--- src/rtl/hazard_pkg.sv ---
// Shared types for the forwarding / hazard controller: forward-select codes and FSM states.
package hazard_pkg;

  typedef enum logic [1:0] {
    FWD_RF  = 2'b00,
    FWD_MEM = 2'b01,
    FWD_WB  = 2'b10
  } fwd_sel_e;

  typedef enum logic {
    IDLE    = 1'b0,
    MC_WAIT = 1'b1
  } hz_state_e;

endpackage

--- src/rtl/fwd_match.sv ---
// Per-source comparator: picks the forward source for one ID operand and flags a load-use hit.
module fwd_match
  import hazard_pkg::*;
#(
  parameter int AW = 5
) (
  input  logic [AW-1:0] rs,
  input  logic          used,
  input  logic          valid,
  input  logic [AW-1:0] ex_rd,
  input  logic          ex_wren,
  input  logic          ex_is_load,
  input  logic [AW-1:0] mem_rd,
  input  logic          mem_wren,
  output fwd_sel_e      sel,
  output logic          load_hit
);

  // EX match wins over MEM: the EX result is the younger write to rs.
  always_comb begin
    sel      = FWD_RF;
    load_hit = 1'b0;
    if (valid && used && (rs != '0)) begin
      if (ex_wren && (rs == ex_rd)) begin
        sel      = FWD_MEM;
        load_hit = ex_is_load;
      end else if (mem_wren && (rs == mem_rd)) begin
        sel = FWD_WB;
      end
    end
  end

endmodule

--- src/rtl/fwd_hazard_ctrl.sv ---
// ID-stage forwarding decision, load-use bubble and multi-cycle hold controller.
// Optional perf counters are built only when HAZARD_PERF_EN is defined.
module fwd_hazard_ctrl
  import hazard_pkg::*;
#(
  parameter int NREG  = 32,
  parameter int AW    = $clog2(NREG),
  parameter int NSRC  = 2,
  parameter int CNT_W = 32
) (
  input  logic                clk_i,
  input  logic                rst_ni,
  input  logic                id_valid_i,
  input  logic [NSRC*AW-1:0]  id_rs_addr_i,
  input  logic [NSRC-1:0]     id_rs_used_i,
  input  logic [AW-1:0]       ex_rd_addr_i,
  input  logic                ex_rd_wren_i,
  input  logic                ex_is_load_i,
  input  logic                ex_is_mc_i,
  input  logic                mc_done_i,
  input  logic [AW-1:0]       mem_rd_addr_i,
  input  logic                mem_rd_wren_i,
  input  logic                flush_i,
  output logic [NSRC*2-1:0]   fwd_sel_o,
  output logic                stall_if_o,
  output logic                stall_id_o,
  output logic                stall_ex_o,
  output logic                bubble_ex_o,
  output logic [CNT_W-1:0]    perf_lu_cnt_o,
  output logic [CNT_W-1:0]    perf_mc_cnt_o,
  output logic                dbg_state_o
);

  hz_state_e           state;
  logic [NSRC*2-1:0]   sel_next;
  logic [NSRC-1:0]     load_hit;
  logic                mc_hold;
  logic                lu;

  for (genvar k = 0; k < NSRC; k++) begin : g_src
    fwd_sel_e sel_k;
    fwd_match #(.AW(AW)) u_match (
      .rs        (id_rs_addr_i[k*AW +: AW]),
      .used      (id_rs_used_i[k]),
      .valid     (id_valid_i),
      .ex_rd     (ex_rd_addr_i),
      .ex_wren   (ex_rd_wren_i),
      .ex_is_load(ex_is_load_i),
      .mem_rd    (mem_rd_addr_i),
      .mem_wren  (mem_rd_wren_i),
      .sel       (sel_k),
      .load_hit  (load_hit[k])
    );
    assign sel_next[k*2 +: 2] = sel_k;
  end

  // The hold covers the entry cycle and every MC_WAIT cycle until the result is ready.
  // Outputs are gated by reset so the pipeline is never stalled while in reset.
  assign mc_hold = rst_ni && !flush_i && !mc_done_i && (ex_is_mc_i || (state == MC_WAIT));
  assign lu      = rst_ni && !flush_i && !mc_hold && (|load_hit);

  assign stall_if_o  = mc_hold || lu;
  assign stall_id_o  = mc_hold || lu;
  assign stall_ex_o  = mc_hold;
  assign bubble_ex_o = lu;
  assign dbg_state_o = (state == MC_WAIT);

  always_ff @(posedge clk_i or negedge rst_ni) begin
    if (!rst_ni) begin
      state     <= IDLE;
      fwd_sel_o <= '0;
    end else if (flush_i) begin
      state     <= IDLE;
      fwd_sel_o <= '0;
    end else begin
      case (state)
        IDLE:    if (ex_is_mc_i && !mc_done_i) state <= MC_WAIT;
        MC_WAIT: if (mc_done_i) state <= IDLE;
        default: state <= IDLE;
      endcase
      // A bubble entering EX carries no forwarding.
      if (!mc_hold) fwd_sel_o <= lu ? '0 : sel_next;
    end
  end

`ifdef HAZARD_PERF_EN
  logic [CNT_W-1:0] lu_cnt;
  logic [CNT_W-1:0] mc_cnt;

  always_ff @(posedge clk_i or negedge rst_ni) begin
    if (!rst_ni) begin
      lu_cnt <= '0;
      mc_cnt <= '0;
    end else begin
      if (lu && (lu_cnt != '1))      lu_cnt <= lu_cnt + CNT_W'(1);
      if (mc_hold && (mc_cnt != '1)) mc_cnt <= mc_cnt + CNT_W'(1);
    end
  end

  assign perf_lu_cnt_o = lu_cnt;
  assign perf_mc_cnt_o = mc_cnt;
`else
  assign perf_lu_cnt_o = '0;
  assign perf_mc_cnt_o = '0;
`endif

endmodule

--- config.mk ---
export PLATFORM = sky130hd
export DESIGN_NAME = fwd_hazard_ctrl
export DESIGN_NICKNAME = d
export VERILOG_FILES = /design/src/rtl/hazard_pkg.sv /design/src/rtl/fwd_match.sv /design/src/rtl/fwd_hazard_ctrl.sv
export SDC_FILE = /design/constraint.sdc
export NUM_CORES = 1
export LEC_CHECK = 0
export CAP_MARGIN = 25
export CORE_ASPECT_RATIO = 0.7
export CORE_MARGIN = 1
export CORE_UTILIZATION = 31
export DETAILED_ROUTE_END_ITERATION = 8
export PLACE_DENSITY_LB_ADDON = 0.3
export REMOVE_ABC_BUFFERS = 1
export SLEW_MARGIN = 10
export SYNTH_ARGS = -nofsm -noshare
export SYNTH_HDL_FRONTEND = slang
export SYNTH_SLANG_ARGS = --single-unit
--- constraint.sdc ---
create_clock -name clk_i -period 6.3 [get_ports clk_i]
set_input_delay 1.26 -clock clk_i [delete_from_list [all_inputs] [get_ports clk_i]]
set_output_delay 1.26 -clock clk_i [all_outputs]
set_load 0.005 [all_outputs]
Yosys cells after proc, flatten, opt, wreduce, memory -nomap -nowiden. Index checks and enable logic that the tools add are counted. W data, S select, Z words.

Multiplexer cells: 17. Equality and inequality tests: 5. Reduce and logical (&&, ||, !) cells: 22. Bitwise logic cells: 1.

Operators with widths (count): $eq A5 B5 Y1 (4); $logic_and A1 B1 Y1 (14); $mux W2 (6); $mux W4 (3); $reduce_bool A5 Y1 (2); $mux W1 (7); $logic_not A1 Y1 (3); $logic_or A1 B1 Y1 (2); $ne A2 B2 Y1 const B (1); $pmux W1 S2 (1); $reduce_or A2 Y1 (1); $not A1 Y1 (1).

Output and inout bits: 73. Input bits: 31. Register bits: 5. Logic and storage cells: 47.

Depth between registers and ports, before layout. Gate-level depths: netlist (run 1).

Depth in word-level cells: 10. Mapped depth: 7. Mapped depth without buffers: 6.

Modules after synthesis. A second synthesis (run 1) with hierarchy kept.

Cell total of the unflattened synthesis: 129. Area, all modules: 1072.3 um^2.

By module, submodules not included: fwd_hazard_ctrl (cells each 89, area an instance 772.0 um^2, sequential area each 125.1 um^2, instances 1); fwd_match (cells each 20, area an instance 150.1 um^2, sequential area each 0.0 um^2, instances 2).

Worst setup path before layout (run 1). OpenSTA, ideal clock, no wires.

Path kind: input to output. From: input id_rs_addr_i[1]. To: output stall_if_o. Path slack: 2483 ps. Cell stages on the path: 6. Data arrival time: 2557 ps. Data required time: 5040 ps. Path buffers: 1. Cells stage by stage: or3_1 -> o311a_1 -> and4_4 -> o21ai_2 -> o21ai_0 -> buf_4.

Word-level cells in the longest chain between the ends: 7. Elaborated cells on any way between the ends: 9. Those cells by class: 1 x eq/ne; 2 x mux; 6 x reduce/logical.

Ends and longest elaborated chain: start, declared (line fwd_hazard_ctrl.sv:14) `input logic [NSRC*AW-1:0] id_rs_addr_i,`; $eq A5 B5 Y1 (line fwd_match.sv:24) `if (ex_wren && (rs == ex_rd)) begin`; $logic_and A1 B1 Y1 (line fwd_match.sv:24); $mux W1 (line fwd_match.sv:24); $mux W1 (*) (line fwd_match.sv:23) `if (valid && used && (rs != '0)) begin`; $reduce_or A2 Y1 (*) (line fwd_hazard_ctrl.sv:60) `assign lu = rst_ni && !flush_i && !mc_hold && (|load_hit);`; $logic_and A1 B1 Y1 (*) (line fwd_hazard_ctrl.sv:60); $logic_or A1 B1 Y1 (*); end, declared (line fwd_hazard_ctrl.sv:25) `output logic stall_if_o,`.

Mark *: on every way between the ends. The rest lies on a longest branch, timed or not.

Worst setup path after layout (run 1).
From: input id_rs_addr_i[5]. To: output stall_if_o.

Word-level cells in the longest chain between the ends: 7. Elaborated cells on any way between the ends: 9. Those cells by class: 1 x eq/ne; 2 x mux; 6 x reduce/logical.

Ends and longest elaborated chain: $eq A5 B5 Y1 (line fwd_match.sv:24); $logic_and A1 B1 Y1 (line fwd_match.sv:24); $mux W1 (line fwd_match.sv:24); $mux W1 (*) (line fwd_match.sv:23); $reduce_or A2 Y1 (*) (line fwd_hazard_ctrl.sv:60); $logic_and A1 B1 Y1 (*) (line fwd_hazard_ctrl.sv:60); $logic_or A1 B1 Y1 (*) (line fwd_hazard_ctrl.sv:62) `assign stall_if_o = mc_hold || lu;`.

Marked as above.

==> metrics.csv, run 1 <==
metric,value,unit
layout-drive-gt1-share,0.0361,
max-clock-path-buffers,2,
cp_slowest_cell,clkdlybuf4s50_1,
port_buffers,39,
r2r_start,dbg_state_o,
grt_max_degree,9,
fp.dieW,70.1,um
avgViaCountPerCell,3.81,
worst-setup-path-type,primary input to output port,
period_minus_slack,4.70,ns
grt_use_total,0.108,
final_cell_mix,"64 x conb_1, 39 x clkdlybuf4s50_1, 12 x xor2_1",
first_pass_iters,4,
fin_worst_skew,0.00152,ns
cp.arrival,3.44,ns
rows,16,
wirelength,1.99,mm
crit_path_frequent_cell,clkdlybuf4s50_1,
cts_hold_buf,0,
clock_sinks,5,
detail_route.iter0.violations,25,
synthCells,125,
drv_slew,0,
final_common_cell,conb_1,
finalInstanceArea,0.00124,mm^2
powerDensity,117,mW/mm^2
syn_area,0.00101,mm^2
post_cts_buffers,0,
synth_cell_types,26,
vias,769,
period_share,0.747,
hpwl,1.76,mm
diodes,0,
end_kind,output port,
r2r_slack,4.67,ns
gp_congestion,0.823,
dieArea,0.00348,mm^2
cts_buffers,3,
post-place-ws,1.58,ns
ys_ff_latch,5,
rr_worst_depth,5,
synth_top_cell_by_area,buf_4,
clock-root-buffer,clkbuf_8,
syn_avg_cell_area,8.06,um^2
grt_pass1_vias,634,
cp_cell_sequence,"clkdlybuf4s50_1, or3_1, o311a_1, nor3b_1, o21ai_2, o21ai_0, clkdlybuf4s50_1",
io_pins,104,
tritoncts,done,
path_delay_family,buffers and inverters,
cts.htree.levels,1,
critPathLaunch,id_rs_addr_i[5],
grt_pass1_wl,3.02,mm
core-area,0.00294,mm^2
yosysWarningCount,0,
critPathRequiredTime,5.04,ns
fp.dieH,49.7,um
hold_violations,0,
path_depth,7,
antenna_found_initial,0,
clock_latency,0.22,ns
endpoint,stall_if_o,
remaining_drc_errors,0,
met1_length,781,um
fin_nets,198,
finalWorstSetupSlack,1.60,ns
setup_viol,0,
seq_area_frac_synth,0.124,
wl_met2,1.05,mm
reg2reg_to,fwd_sel_o[3],
ctsResizeCount,0,
setup_tns,0,ns
p_leak,0.600,nW
clock.fmax,0.213,GHz
slowest_delay,0.48,ns
ant_nets,0,
worst-path-buf-inv,2,
maxCapViolCount,0,
clk_pin_slew_worst_paths,0.03,ns
top_layer,met3,
synth_area_leaders,"buf_4 48%, dfrtp_1 12%, xor2_1 10%",
hp-class,register to register,
overflow,0,
whs_path_depth,1,
fill_cells,290,
status,"finished, final reports clean",
synth_top_cell_area_share,0.484,
wl_met3,150,um
start_kind,primary input,
critPathMaxFanout,4,
power,0.145,mW
initial_core_util,0.342,
peakVddDrop,0.0509,mV
post_drt_wl_per_cell,9.83,um
areaGrowthSynthToFinish,22.7,%
final_util,0.420,
rsz0062_at_grt,no,
place_area,0.00119,mm^2
==> worst min path at each step <==
| stage | startpoint | to | slack, ns |
|---|---|---|---|
| floorplan | fwd_sel_o[3] | fwd_sel_o[3] | 0.49 |
| global placement | fwd_sel_o[2] | fwd_sel_o[2] | 0.50 |
| detailed placement | fwd_sel_o[2] | fwd_sel_o[2] | 0.50 |
| CTS | fwd_sel_o[2] | fwd_sel_o[2] | 0.50 |
| global route | fwd_sel_o[3] | fwd_sel_o[3] | 0.53 |
| finish | fwd_sel_o[2] | fwd_sel_o[2] | 0.50 |
==> cell usage after synthesis (all sizes together) <==
master	count
nor2	6
nor3	2
nor4b	1
xor2	12
nor4	1
and4	1
nor3b	2
a31o	1
a32o	1
o21a	1
buf	65
nand2	1
a22o	2
nand4	2
conb	1
or3	2
o21ai	3
inv	3
o311a	2
nand3	1
a31oi	1
dfrtp	5
xnor2	8
and3	1
==> flip-flops by register name (all words and copies together), names as in the netlist <==
name and cells:
dbg_state_o 1, fwd_sel_o 4
==> through the flow <==
stage / hold WS, ns / std cells
finish: 0.500 / 202
floorplan: 0.489 / 123
global placement: 0.499 / 198
CTS: 0.504 / 202
detailed placement: 0.497 / 198
global route: 0.532 / 202
==> kinds of logic after synthesis <==
group | Yosys count | synth area share
other | 1 | 0.00372
AO/OA/AOI/OAI | 11 | 0.0895
flip-flops | 5 | 0.124
buffers and inverters | 68 | 0.496
AND/OR/NAND/NOR | 20 | 0.113
XOR/XNOR | 20 | 0.174
==> per-layer routing <==
metal / global-route usage / up-vias
met5: 0 / -
met4: 0.0300 / 0
met3: 0.0123 / 0
met2: 0.194 / 62
met1: 0.137 / 342
li1: - / 365
==> worst reg2reg max path, cell delays in order (launching register included) <==
cell and delay, ns:
dfrtp_1 0.36, o21ai_0 0.29, inv_1 0.14, nor4b_1 0.34
o21ai_2 0.13, a32o_1 0.24
==> layout make-up <==
class,count,area (um^2),area share
Timing Repair Buffer,39,390,0.316
Inverter,3,11.3,0.00911
Clock buffer,4,45.0,0.0364
Sequential cell,5,125,0.101
Multi-Input combinational cell,115,619,0.501
Tap cell,36,45.0,0.0364
==> report_power, final <==
part	internal (mW)	switching, mW
Combinational	0.0272	0.0264
Clock	0.0434	0.0152
Sequential	0.0327	0.000173
No activity file was read; power rests on OpenSTA's default activity.
==> run 2: changes to the inputs <==
--- a/config.mk
+++ b/config.mk
@@ -8,7 +8,7 @@
 export CAP_MARGIN = 25
 export CORE_ASPECT_RATIO = 0.7
 export CORE_MARGIN = 1
-export CORE_UTILIZATION = 31
+export CORE_UTILIZATION = 29
 export DETAILED_ROUTE_END_ITERATION = 8
 export PLACE_DENSITY_LB_ADDON = 0.3
 export REMOVE_ABC_BUFFERS = 1
==> constraint.sdc (replaced) <==
create_clock -name clk_i -period 4.64 [get_ports clk_i]
set_input_delay 0.928 -clock clk_i [delete_from_list [all_inputs] [get_ports clk_i]]
set_output_delay 0.928 -clock clk_i [all_outputs]
set_load 0.005 [all_outputs]
==> run 2 against run 1 <==
Clock skew hardly changed. Clock power is 39% higher. Wire length is 0.35% higher. Combinational power is 36% higher. Worst setup slack worse by 1.0 ns. Clock-buffer cell count stayed put. Power is 37% higher. Die area is 6.7% higher. Critical path type unchanged. Critical endpoint is now stall_id_o.
==> metrics.csv, run 2 (synthesis gave the netlist of run 1 again) <==
metric,value,unit,change
final_cell_mix,"64 x conb_1, 39 x clkdlybuf4s50_1, 12 x xor2_1",,unchanged
fp.dieH,51.3,um,was 49.7 um
diodes,0,,unchanged
grt_pass1_vias,668,,was 634
tritoncts,done,,unchanged
fp.dieW,72.4,um,was 70.1 um
powerDensity,159,mW/mm^2,was 117 mW/mm^2
maxCapViolCount,0,,unchanged
power,0.199,mW,was 0.145 mW
cp.arrival,3.14,ns,was 3.44 ns
clock_sinks,5,,unchanged
cts_buffers,3,,unchanged
critPathMaxFanout,4,,unchanged
final_util,0.387,,was 0.420
fin_nets,198,,unchanged
clock-root-buffer,clkbuf_8,,unchanged
core-area,0.00323,mm^2,was 0.00294 mm^2
critPathRequiredTime,3.71,ns,was 5.04 ns
rows,17,,was 16
grt_busiest_layer,met2,,unchanged
grt_pass1_wl,3.08,mm,was 3.02 mm
dp.cells,209,,was 198
whs,0.503,ns,was 0.500 ns
cts.htree.levels,1,,unchanged
post_drt_wl_per_cell,9.36,um,was 9.83 um
remaining_drc_errors,0,,unchanged
end_kind,output port,,unchanged
detail_route.iter0.violations,7,,was 25
p_leak,0.600,nW,about the same
drv_slew,0,,unchanged
final_common_cell,conb_1,,unchanged
avgViaCountPerCell,3.56,,was 3.81
io_pins,104,,unchanged
hp-class,register to register,,unchanged
setup_viol,0,,unchanged
hpwl,1.75,mm,was 1.76 mm
rsz0062_at_grt,no,,unchanged
antenna_found_initial,0,,unchanged
gp_congestion,0.879,,was 0.823
worst-setup-path-type,primary input to output port,,unchanged
peakVddDrop,0.0598,mV,was 0.0509 mV
grt_max_degree,9,,unchanged
first_pass_iters,3,,was 4
dieArea,0.00372,mm^2,was 0.00348 mm^2
period_share,0.877,,
grt_use_total,0.108,,about the same
met3_usage,0.0158,,was 0.0123
layout-drive-gt1-share,0.0361,,unchanged
vias,758,,was 769
clock.fmax,0.246,GHz,
stdcell_count,213,,was 202
start_kind,primary input,,unchanged
fin_worst_skew,0.00125,ns,was 0.00152 ns
top_register,fwd_sel_o,,unchanged
fill_cells,331,,was 290
clk_pin_slew_worst_paths,0.03,ns,about the same
post_cts_buffers,0,,unchanged
cts_hold_buf,0,,unchanged
grt_use_met2,0.182,,was 0.194
areaGrowthSynthToFinish,24.1,%,was 22.7%
max-clock-path-buffers,2,,unchanged
setup_tns,0,ns,unchanged
ant_nets,0,,unchanged
largest_reg_flops,4,,unchanged
initial_core_util,0.312,,was 0.342
clock_latency,0.22,ns,about the same
overflow,0,,unchanged
port_buffers,39,,unchanged
hold_violations,0,,unchanged
ctsResizeCount,0,,unchanged
met1_usage,0.133,,was 0.137
period_minus_slack,4.07,ns,
status,"finished, final reports clean",,unchanged
wirelength,1.99,mm,about the same
[run 2: cell counts in the layout (fill, tap and decap cells not counted)]
Identical to the previous run, type by type.
[run 2: final timing paths]
kind                                 start           end  slack (ns)  depth (start not counted)
max                        id_rs_addr_i[5]    stall_id_o        0.57                          7
min                           fwd_sel_o[2]  fwd_sel_o[2]        0.50                          1
max reg2reg                    dbg_state_o  fwd_sel_o[3]        2.99                          5
min reg2reg                   fwd_sel_o[2]  fwd_sel_o[2]        0.50                          1
max in group asynchronous           rst_ni  fwd_sel_o[0]        3.44                          1
min in group asynchronous           rst_ni  fwd_sel_o[3]        0.97                          1
[run 2: power breakdown]
| part | total, mW | internal, mW | switching (mW) | leakage, nW |
|---|---|---|---|---|
| combinational | 0.0728 | 0.0369 | 0.0359 | 0.508 |
| clock | 0.0812 | 0.0590 | 0.0221 | 0.0228 |
| sequential | 0.0446 | 0.0444 | 0.000288 | 0.0693 |
[run 2: cell type report]
class | instances | area, um^2 | share of cell area
Clock buffer | 4 | 45.0 | 0.0360
Inverter | 3 | 11.3 | 0.00901
Multi-Input combinational cell | 115 | 619 | 0.495
Sequential cell | 5 | 125 | 0.100
Tap cell | 47 | 58.8 | 0.0470
Timing Repair Buffer | 39 | 390 | 0.312
[run 2: critical path, stage by stage]
cell and delay, ns:
clkdlybuf4s50_1 0.49, or3_1 0.40, o311a_1 0.31, nor3b_1 0.17, o21ai_2 0.22, o21ai_0 0.15, clkdlybuf4s50_1 0.46
[run 2: per-stage QoR]
stage               area, um^2  worst slack, ns
floorplan                  756             1.62
global route              1250            0.467
global placement          1200            0.608
CTS                       1250            0.576
detailed placement        1200            0.577
finish                    1250            0.572
[run 2: layer usage]
layer | up-vias | wire (um)
li1 | 363 | -
met1 | 340 | 844
met2 | 51 | 962
met3 | 4 | 146
met4 | 0 | 39
met5 | - | 0
==> run 3: changes to the inputs <==
--- a/config.mk
+++ b/config.mk
@@ -7,8 +7,8 @@
 export LEC_CHECK = 0
 export CAP_MARGIN = 25
 export CORE_ASPECT_RATIO = 0.7
-export CORE_MARGIN = 1
 export CORE_UTILIZATION = 29
+export CTS_BUF_LIST = sky130_fd_sc_hd__clkbuf_8 sky130_fd_sc_hd__clkbuf_16
 export DETAILED_ROUTE_END_ITERATION = 8
 export PLACE_DENSITY_LB_ADDON = 0.3
 export REMOVE_ABC_BUFFERS = 1
==> run 3 against run 2 <==
Clock skew about the same. Die area unchanged. Utilization unchanged. Register-to-register slack about the same. Maximum frequency about the same. Wire length about the same. First-iteration DRC count unchanged. Combinational power about the same. Sequential share of layout area unchanged. Via count unchanged. Non-clock buffer count unchanged. Critical endpoint unchanged. Largest cell class unchanged.
==> metrics.csv, run 3 (synthesis gave the netlist of run 1 again) <==
metric,value,unit,change
fin_worst_skew,0.00170,ns,was 0.00125 ns
rows,17,,unchanged
grt_pass1_vias,668,,unchanged
vias,758,,unchanged
period_share,0.877,,about the same
start_kind,primary input,,unchanged
hp-class,register to register,,unchanged
rsz0062_at_grt,no,,unchanged
grt_pass1_wl,3.08,mm,unchanged
reg2reg_to,fwd_sel_o[3],,unchanged
gp_congestion,0.879,,unchanged
setup_viol,0,,unchanged
critPathRequiredTime,3.71,ns,about the same
cp.arrival,3.14,ns,about the same
clk_pin_slew_worst_paths,0.03,ns,about the same
remaining_drc_errors,0,,unchanged
worst-setup-path-type,primary input to output port,,unchanged
setup_tns,0,ns,unchanged
first_pass_iters,3,,unchanged
post-place-ws,0.577,ns,unchanged
dieArea,0.00372,mm^2,unchanged
r2r_start,dbg_state_o,,unchanged
fp.dieH,51.3,um,unchanged
clock.fmax,0.246,GHz,about the same
share_seq_of_total_power,0.227,,was 0.225
diodes,0,,unchanged
final_cell_mix,"64 x conb_1, 39 x clkdlybuf4s50_1, 12 x xor2_1",,unchanged
grt_use_total,0.108,,unchanged
peakVddDrop,0.0597,mV,was 0.0598 mV
whs_path_depth,1,,unchanged
p_clk_frac,0.402,,was 0.409
critPathLaunch,id_rs_addr_i[5],,unchanged
drv_slew,0,,unchanged
hold_violations,0,,unchanged
period_minus_slack,4.07,ns,about the same
whs,0.503,ns,unchanged
clock_sinks,5,,unchanged
status,"finished, final reports clean",,unchanged
hpwl,1.75,mm,unchanged
post_cts_buffers,0,,unchanged
wirelength,1.99,mm,about the same
p_sw_frac,0.298,,was 0.294
internal-power,0.138,mW,was 0.140 mW
ant_nets,0,,unchanged
post_drt_wl_per_cell,9.35,um,was 9.36 um
power,0.197,mW,was 0.199 mW
min_to,fwd_sel_o[2],,unchanged
initial_core_util,0.312,,unchanged
max-clock-path-buffers,2,,unchanged
end_kind,output port,,unchanged
cts_hold_buf,0,,unchanged
clock-root-buffer,clkbuf_8,,unchanged
maxCapViolCount,0,,unchanged
r2r_slack,2.99,ns,about the same
layout-drive-gt1-share,0.0361,,unchanged
largest_reg_flops,4,,unchanged
clock_latency,0.22,ns,about the same
powerDensity,157,mW/mm^2,was 159 mW/mm^2
grt_max_degree,9,,unchanged
overflow,0,,unchanged
rr_worst_depth,5,,unchanged
fp.dieW,72.4,um,unchanged
port_buffers,39,,unchanged
p_comb_frac,0.371,,was 0.367
detail_route.iter0.violations,7,,unchanged
areaGrowthSynthToFinish,24.1,%,unchanged
core-area,0.00323,mm^2,unchanged
switchingPower,0.0585,mW,was 0.0583 mW
cts.htree.levels,1,,unchanged
io_pins,104,,unchanged
final_common_cell,conb_1,,unchanged
finalWorstSetupSlack,0.572,ns,about the same
tritoncts,done,,unchanged
critPathMaxFanout,4,,unchanged
antenna_found_initial,0,,unchanged
cts_buffers,3,,unchanged
top_register,fwd_sel_o,,unchanged
avgViaCountPerCell,3.56,,unchanged
fin_nets,198,,unchanged
hp-start,fwd_sel_o[2],,unchanged
p_leak,0.604,nW,was 0.600 nW
ctsResizeCount,0,,unchanged
-- run 3: final cells by class --
class                   count  area, um^2
well taps                  47        58.8
flip-flops and latches      5         125
clock inverters             1        3.75
multi-input cells         115         619
fillers                   331        1980
clock buffers               3        41.3
repair buffers             39         390
inverters                   3        11.3
-- run 3: layer usage --
metal	global-route usage	wire, um
met1	0.133	844
met2	0.182	962
met3	0.0158	146
met4	0.0621	39
met5	0	0
-- run 3: power groups by stage --
stage,Clock (mW),Sequential (mW),Combinational (mW)
after floorplan,0,0.0452,0.0317
after global placement,0,0.0451,0.0710
after detailed placement,0,0.0452,0.0717
after CTS,0.0806,0.0446,0.0720
after global routing,0.0844,0.0446,0.0811
final,0.0791,0.0446,0.0728
-- run 3: worst max-delay path by stage --
stage | endpoint | slack [ns] | cells after the start
after global routing | stall_if_o | 0.47 | 7
final | stall_id_o | 0.57 | 7
after CTS | stall_id_o | 0.58 | 7
after global placement | stall_if_o | 0.61 | 7
after detailed placement | stall_id_o | 0.58 | 7
after floorplan | stall_id_o | 1.62 | 5
-- run 3: metrics by stage --
stage               instance area, um^2   util  cells
floorplan                           756      -    123
global placement                   1200  0.373    209
detailed placement                 1200  0.373    209
CTS                                1250  0.387    213
global route                       1250  0.387    213
finish                             1250  0.387    213
-- run 3: critical path, cell delays in order --
cell             delay [ns]
clkdlybuf4s50_1        0.49
or3_1                  0.40
o311a_1                0.31
nor3b_1                0.17
o21ai_2                0.22
o21ai_0                0.15
clkdlybuf4s50_1        0.46
